`src/rtl/regbank_pc.sv`:
```
// General-purpose register bank in which one register is the program counter.
// The PC steps synchronously and has a return-address stack behind Call/Ret.
module regbank_pc #(
  parameter int          N           = 16,
  parameter int          NREGS       = 8,
  parameter int          PC_IDX      = NREGS - 1,
  parameter int          STACK_DEPTH = 4,
  parameter logic [N-1:0] RESET_PC   = '0,
  localparam int         AW          = (NREGS > 1) ? $clog2(NREGS) : 1,
  localparam int         PW          = $clog2(STACK_DEPTH + 1)
) (
  input  logic          Clock,
  input  logic          Reset,
  input  logic          WrEn,
  input  logic [AW-1:0] WrAddr,
  input  logic [N-1:0]  WrData,
  input  logic [AW-1:0] RdAddrA,
  input  logic [AW-1:0] RdAddrB,
  output logic [N-1:0]  QA,
  output logic [N-1:0]  QB,
  input  logic          PcIncr,
  input  logic          Call,
  input  logic          Ret,
  input  logic [N-1:0]  Target,
  output logic [N-1:0]  PcOut,
  output logic          Full,
  output logic          Empty,
  output logic          StackErr
);

  logic [N-1:0]  regs_q  [NREGS];
  logic [N-1:0]  regs_d  [NREGS];
  logic [N-1:0]  stack_q [STACK_DEPTH];
  logic [N-1:0]  stack_d [STACK_DEPTH];
  logic [PW-1:0] sp_q, sp_d;
  logic          err_q, err_d;

  logic [N-1:0]  pc_cur;
  logic [N-1:0]  pc_next;
  logic [N-1:0]  stack_top;
  logic          full_w;
  logic          empty_w;
  logic          pc_write;

  assign pc_cur  = regs_q[PC_IDX];
  assign full_w  = (sp_q == PW'(STACK_DEPTH));
  assign empty_w = (sp_q == '0);

  // Unmapped read addresses return zero rather than aliasing a real register.
  always_comb begin
    QA = '0;
    QB = '0;
    for (int i = 0; i < NREGS; i++) begin
      if (int'(RdAddrA) == i) QA = regs_q[i];
      if (int'(RdAddrB) == i) QB = regs_q[i];
    end
  end

  always_comb begin
    stack_top = '0;
    for (int i = 0; i < STACK_DEPTH; i++) begin
      if (int'(sp_q) == i + 1) stack_top = stack_q[i];
    end
  end

  assign pc_write = WrEn && (int'(WrAddr) == PC_IDX);

  // PC source priority: collision, Ret, Call, direct write, increment.
  // A rejected stack operation still blocks the lower-priority sources.
  always_comb begin
    pc_next = pc_cur;
    sp_d    = sp_q;
    err_d   = err_q;
    for (int i = 0; i < STACK_DEPTH; i++) stack_d[i] = stack_q[i];

    if (Call && Ret) begin
      err_d = 1'b1;
    end else if (Ret) begin
      if (empty_w) begin
        err_d = 1'b1;
      end else begin
        pc_next = stack_top;
        sp_d    = sp_q - PW'(1);
      end
    end else if (Call) begin
      if (full_w) begin
        err_d = 1'b1;
      end else begin
        for (int i = 0; i < STACK_DEPTH; i++) begin
          if (int'(sp_q) == i) stack_d[i] = pc_cur;
        end
        sp_d    = sp_q + PW'(1);
        pc_next = Target;
      end
    end else if (pc_write) begin
      pc_next = WrData;
    end else if (PcIncr) begin
      pc_next = pc_cur + N'(1);
    end
  end

  // General registers take writes regardless of what the PC is doing.
  always_comb begin
    for (int i = 0; i < NREGS; i++) begin
      regs_d[i] = regs_q[i];
      if (i != PC_IDX && WrEn && int'(WrAddr) == i) regs_d[i] = WrData;
    end
    regs_d[PC_IDX] = pc_next;
  end

  always_ff @(posedge Clock or posedge Reset) begin
    if (Reset) begin
      for (int i = 0; i < NREGS; i++) begin
        regs_q[i] <= (i == PC_IDX) ? RESET_PC : '0;
      end
      sp_q  <= '0;
      err_q <= 1'b0;
    end else begin
      for (int i = 0; i < NREGS; i++) regs_q[i] <= regs_d[i];
      sp_q  <= sp_d;
      err_q <= err_d;
    end
  end

  // Stack entries are meaningless until pushed, so they carry no reset.
  always_ff @(posedge Clock) begin
    for (int i = 0; i < STACK_DEPTH; i++) stack_q[i] <= stack_d[i];
  end

  assign PcOut    = pc_cur;
  assign Full     = full_w;
  assign Empty    = empty_w;
  assign StackErr = err_q;

endmodule
```
`config.mk`:
```
export PLATFORM = sky130hd
export DESIGN_NAME = regbank_pc
export DESIGN_NICKNAME = d
export VERILOG_FILES = /design/src/rtl/regbank_pc.sv
export SDC_FILE = /design/constraint.sdc
export NUM_CORES = 1
export LEC_CHECK = 0
export CAP_MARGIN = 20
export CORE_MARGIN = 1
export CORE_UTILIZATION = 40
export CTS_BUF_LIST = sky130_fd_sc_hd__clkbuf_4 sky130_fd_sc_hd__clkbuf_8
export CTS_CLUSTER_DIAMETER = 100
export DETAILED_ROUTE_END_ITERATION = 16
export GPL_ROUTABILITY_DRIVEN = 0
export GPL_TIMING_DRIVEN = 0
export PLACE_DENSITY = 0.63
export SETUP_SLACK_MARGIN = 0.05
export SLEW_MARGIN = 15
export SYNTH_ARGS = -nofsm -noshare
export SYNTH_HDL_FRONTEND = slang
export SYNTH_SLANG_ARGS = --single-unit
```
`constraint.sdc`:
```
create_clock -name Clock -period 13.4 [get_ports Clock]
set_input_delay 4.02 -clock Clock [delete_from_list [all_inputs] [get_ports Clock]]
set_output_delay 4.02 -clock Clock [all_outputs]
set_load 0.01 [all_outputs]
```
### Word level (Yosys, flattened, before mapping)

Memory sizes are Yosys's and may differ from the RTL's.
Index checks and enable logic that the tools add are counted.

* bitwise operators: 1
* eq/ne operators: 30
* $add $sub $neg: 3
* muxes and demuxes: 43
* reduce and logical (&&, ||, !) cells: 21

Operators by type and width (number)
* $mux 16: 30
* $mux 64: 4
* $eq 3x3->1 const B: 16
* $eq 3x2->1 const B: 7
* $add 16x1->16 const B: 1
* $logic_not 3->1: 5
* $mux 3: 4
* $eq 3x1->1 const B: 3
* $logic_and 1x1->1: 9
* $reduce_and 4->1: 2
* $reduce_bool 3->1: 2
* $mux 1: 5
* $ne 2x2->1 const B: 2
* $reduce_bool 4->1: 1
* $add 3x1->3 const B: 1
* $ne 3x1->1 const B: 1
* $ne 3x3->1 const B: 1
* $reduce_and 3->1: 1
* $sub 3x1->3 const B: 1
* $reduce_bool 2->1: 1
* $not 1->1: 1

* memory bits (writable): 64
* input port bits: 47
* memories: 1
* word-level logic and storage cells: 109
* output and inout port bits: 51
* register bits: 132

Memories
* stack_q: words 4, width 16, rd ports 4, clocked after Yosys merged registers in 0, wr ports 4, line 33 `logic [N-1:0] stack_q [STACK_DEPTH];`

### Depth between registers and ports, before layout

* word-level depth: 9
* mapped depth: 9
* depth with buffers taken out: 6

### Worst setup path after synthesis

Ideal clock, no wire load.

* kind: input-to-output
* start point: input port RdAddrA[1]
* end point: output port QA[1]
* stages: 7
* buffers on the path: 2
* slack: 4235 ps
* arrival time: 5145 ps
* cells stage by stage: buf_2 buf_2 and3b_1 nor4_1 o21ai_0 nand3_1 a21oi_1

* word-level cells in the longest chain between the ends: 9

RTL lines
* start, declared: line 17 `input logic [AW-1:0] RdAddrA,`
* $logic_not 3->1: line 54 `if (int'(RdAddrA) == i) QA = regs_q[i];`
* $mux 16 (7 in a row): line 54
* $mux 16 (*): line 54
* end, declared: line 19 `output logic [N-1:0] QA,`

Mark *: on every way between the ends. The rest lies on a longest branch, timed or not.

### Worst setup path after layout

* start point: input port RdAddrA[0]
* end point: output port QA[0]

Same word-level chain as after synthesis.

==> flow_metrics.env <==
export IMPL_status="finished clean"
export IMPL_drive_above_1_share_pct=24.8
export IMPL_relSlewSlack_pct=38.9
export IMPL_crit_fanout=10
export IMPL_routed_wl_um=30800
export IMPL_final_cell_mix="mux2_2 (138), dfrtp_1 (132), clkdlybuf4s50_1 (91), o21ai_0 (82), nand2_1 (75)"
export IMPL_synth_simple_area_share_pct=8.70
export IMPL_hold_start="StackErr$_DFFE_PP0P_"
export IMPL_fin_tns_setup_ns=0
export IMPL_clock_latency_ns=0.48
export IMPL_syn_inst=894
export IMPL_layout_commonest_cell="mux2_2"
export IMPL_max_freq_mhz=90.6
export IMPL_dp_final_hpwl_um=22300
export IMPL_utilization_pct=48.0
export IMPL_worstSetupPathType="primary input to output pin"
export IMPL_grt_pass1_wl_um=47200
export IMPL_post_cts_setup_buffers=0
export IMPL_gr_usage_met1_pct=32.0
export IMPL_die_h_um=163
export IMPL_layout_nets=1058
export IMPL_coreArea_mm2=0.0253
export IMPL_clockRootBuffer="clkbuf_8"
export IMPL_multiInputGateArea_mm2=0.00465
export IMPL_gr_usage_met3_pct=4.14
export IMPL_tightest_slew_ns=0.916
export IMPL_fin_crit_ns=11.03
export IMPL_hold_viol=0
export IMPL_grt_overflow_total=0
export IMPL_cts_tree="yes"
export IMPL_ys_seq_area_share_pct=50.4
export IMPL_cts_buffer_depth=2
export IMPL_synth_top_family_by_area="multiplexers"
export IMPL_cpMaxStageDelayCell="clkdlybuf4s50_1"
export IMPL_hold_depth=1
export IMPL_drt_iter0_markers=816
export IMPL_irDropWorstVdd_v=0.0000970
export IMPL_cpPeakStageDelay_ns=0.59
export IMPL_synthesis_area_mm2=0.0104
export IMPL_hold_ws_ns=0.481
export IMPL_ys_ff_latch=196
export IMPL_critPathArrivalTime_ns=7.01
export IMPL_critPathRequiredTime_ns=9.38
export IMPL_path_buf_inv=5
export IMPL_cts_hold_buf=0
export IMPL_route_antenna_remaining_nets=0
export IMPL_met2_usage_pct=38.4
export IMPL_cp_common_cell="clkdlybuf4s50_1"
export IMPL_path_clk_slew_ns=0.09
export IMPL_synth_xor_area_share_pct=0.675
export IMPL_swShare_pct=35.6
export IMPL_wl_per_cell_um=22.8
export IMPL_grt_setup_unrepaired="no"
export IMPL_grt_pass1_vias=7958
export IMPL_finalPower_w=0.00195
export IMPL_yosysTopAreaCell="dfrtp_1"
export IMPL_ff2ff_path_depth=6
export IMPL_synthAdderAreaFrac_pct=0.314
export IMPL_internal_power_w=0.00125
export IMPL_busiest_layer="met2"
export IMPL_drv_slew=0
export IMPL_synth_area_per_cell_um2=11.6
export IMPL_fin_cells=1352
export IMPL_min_path_type="register to register"
export IMPL_dr_pass1_iters=7
export IMPL_start_util_pct=41.0
export IMPL_combPwrFrac_pct=34.4
export IMPL_placedCellCount=1320
export IMPL_cp_top_family="buffers and inverters"
export IMPL_p_sw_w=0.000692
export IMPL_cp_startpoint="RdAddrA[0]"
export IMPL_p_leak_nw=4.69
export IMPL_fillers=2322
export IMPL_crit_chain="clkdlybuf4s50_1 -> buf_2 -> inv_1 -> clkbuf_1 -> a22oi_1 -> o221ai_1 -> o21ai_0 -> nand2_1 -> clkdlybuf4s50_1"
export IMPL_drt_drc_violations_left=0
export IMPL_track_usage_pct=23.7
export IMPL_setup_viol=0
export IMPL_synth_flop_cell="dfrtp_1"
export IMPL_htreeDepth=4
export IMPL_yosys_warnings=0
export IMPL_ys_async_sr_fraction_pct=67.3
export IMPL_grt_max_degree=87
export IMPL_num_rows=58
export IMPL_skew_ns=0.00879
export IMPL_reg2reg_from="PcOut[0]$_DFFE_PP0P_"
export IMPL_reg2reg_slack_ns=10.96
export IMPL_clkPwrFrac_pct=19.5
export IMPL_clock_sinks=196
export IMPL_cts_resized=0
export IMPL_cp_start_kind="primary input"
export IMPL_antenna_found_initial=0
export IMPL_synthDistinctLibCells=63
export IMPL_regArea_mm2=0.00523
export IMPL_power_frac_seq_pct=46.1
export IMPL_synth_edf_count=64
export IMPL_synth_top_area_share_pct=31.8
export IMPL_cp_end_kind="output pin"
export IMPL_min_period_over_period_pct=82.3
export IMPL_portBuffers=91
export IMPL_die_w_um=163
export IMPL_cts_buffers=17
export IMPL_syn2layout_area_growth_pct=17.2
export IMPL_ioPinCount=98
export IMPL_synth_fp_nets=943
export IMPL_maxCapViolCount=0
export IMPL_r2r_end="PcOut[12]$_DFFE_PP0P_"
export IMPL_dieArea_mm2=0.0266
export IMPL_hold_end="StackErr$_DFFE_PP0P_"
export IMPL_drt_vias_per_instance=5.95
export IMPL_via_count=8038
export IMPL_power_density_mw_per_mm2=160
export IMPL_synth_area_top_cells="dfrtp_1 (32%), edfxtp_1 (19%), mux2_2 (15%), a22oi_1 (4.1%), o21ai_0 (4.0%)"
export IMPL_synth_area_mux_share_pct=18.5
export IMPL_synth_compound_area_share_pct=16.6
export IMPL_antenna_cells=0
-- cell usage after synthesis (all sizes together), types with 7 or more instances --
cell type	instances
clkbuf	28
and3	7
nand3	9
nor3	7
mux2	138
a21oi	27
a22oi	56
nand2	75
o22a	8
o221ai	27
a222oi	9
nor2b	13
mux2i	27
buf	58
a31oi	8
o2bb2ai	8
o21ai	85
edfxtp	64
dfrtp	132
inv	11
nor2	19
-- registers in the layout, summed over array words and instances (netlist names) --
register	count
stack_q	64
PcOut	16
regs_q	112
StackErr	1
sp_q	3
-- worst reg2reg max path, stage by stage (launching register included) --
cell and delay, ns:
dfrtp_1 0.62, ha_1 0.29, nand4_1 0.22, nor3_1 0.68, a31oi_1 0.17, o21ai_1 0.25
a21oi_1 0.10
-- metrics by stage --
stage	worst slack, ns	area (µm²)
after floorplan	4.23	10400
after global placement	2.40	11700
after detailed placement	2.45	11800
after CTS	2.44	12200
after global routing	2.26	12200
final	2.37	12200
-- kinds of logic after synthesis --
family          Yosys count
mux                     169
flops                   196
compound gates          255
xor+xnor                  8
fa+ha+maj                 2
simple gates            167
buf+inv                  97
-- worst max path at each step --
stage	slack [ns]	cells after the start	end
3_3_place_gp	2.40	9	QA[0]
3_5_place_dp	2.45	9	QA[2]
4_1_cts	2.44	9	QA[2]
2_1_floorplan	4.23	7	QA[1]
6_report	2.37	9	QA[0]
5_1_grt	2.26	9	QA[2]
-- area by class of cell --
cell class / instances / share of cell area [%]
Sequential cell: 196 / 43.0
Multi-Input combinational cell: 601 / 38.3
Timing Repair Buffer: 96 / 8.00
Buffer: 86 / 3.86
Tap cell: 330 / 3.40
Clock buffer: 19 / 2.05
Clock inverter: 13 / 1.04
Inverter: 11 / 0.402
-- per-layer routing --
| metal | up-vias | part of all wire [%] |
|---|---|---|
| met2 | 332 | 48 |
| li1 | 3619 | - |
| met5 | - | 0 |
| met3 | 51 | 6.0 |
| met4 | 0 | 2.4 |
| met1 | 4036 | 43 |
-- power by group through the flow --
| stage | registers (W) | clock network [W] | logic, W |
|---|---|---|---|
| 6_report | 0.000897 | 0.000379 | 0.000669 |
| 4_1_cts | 0.000894 | 0.000386 | 0.000670 |
| 2_1_floorplan | 0.000854 | 0 | 0.000437 |
| 5_1_grt | 0.000917 | 0.000410 | 0.000724 |
| 3_3_place_gp | 0.000902 | 0 | 0.000652 |
| 3_5_place_dp | 0.000907 | 0 | 0.000667 |
Note: power is estimated with default switching activity, not from simulation.
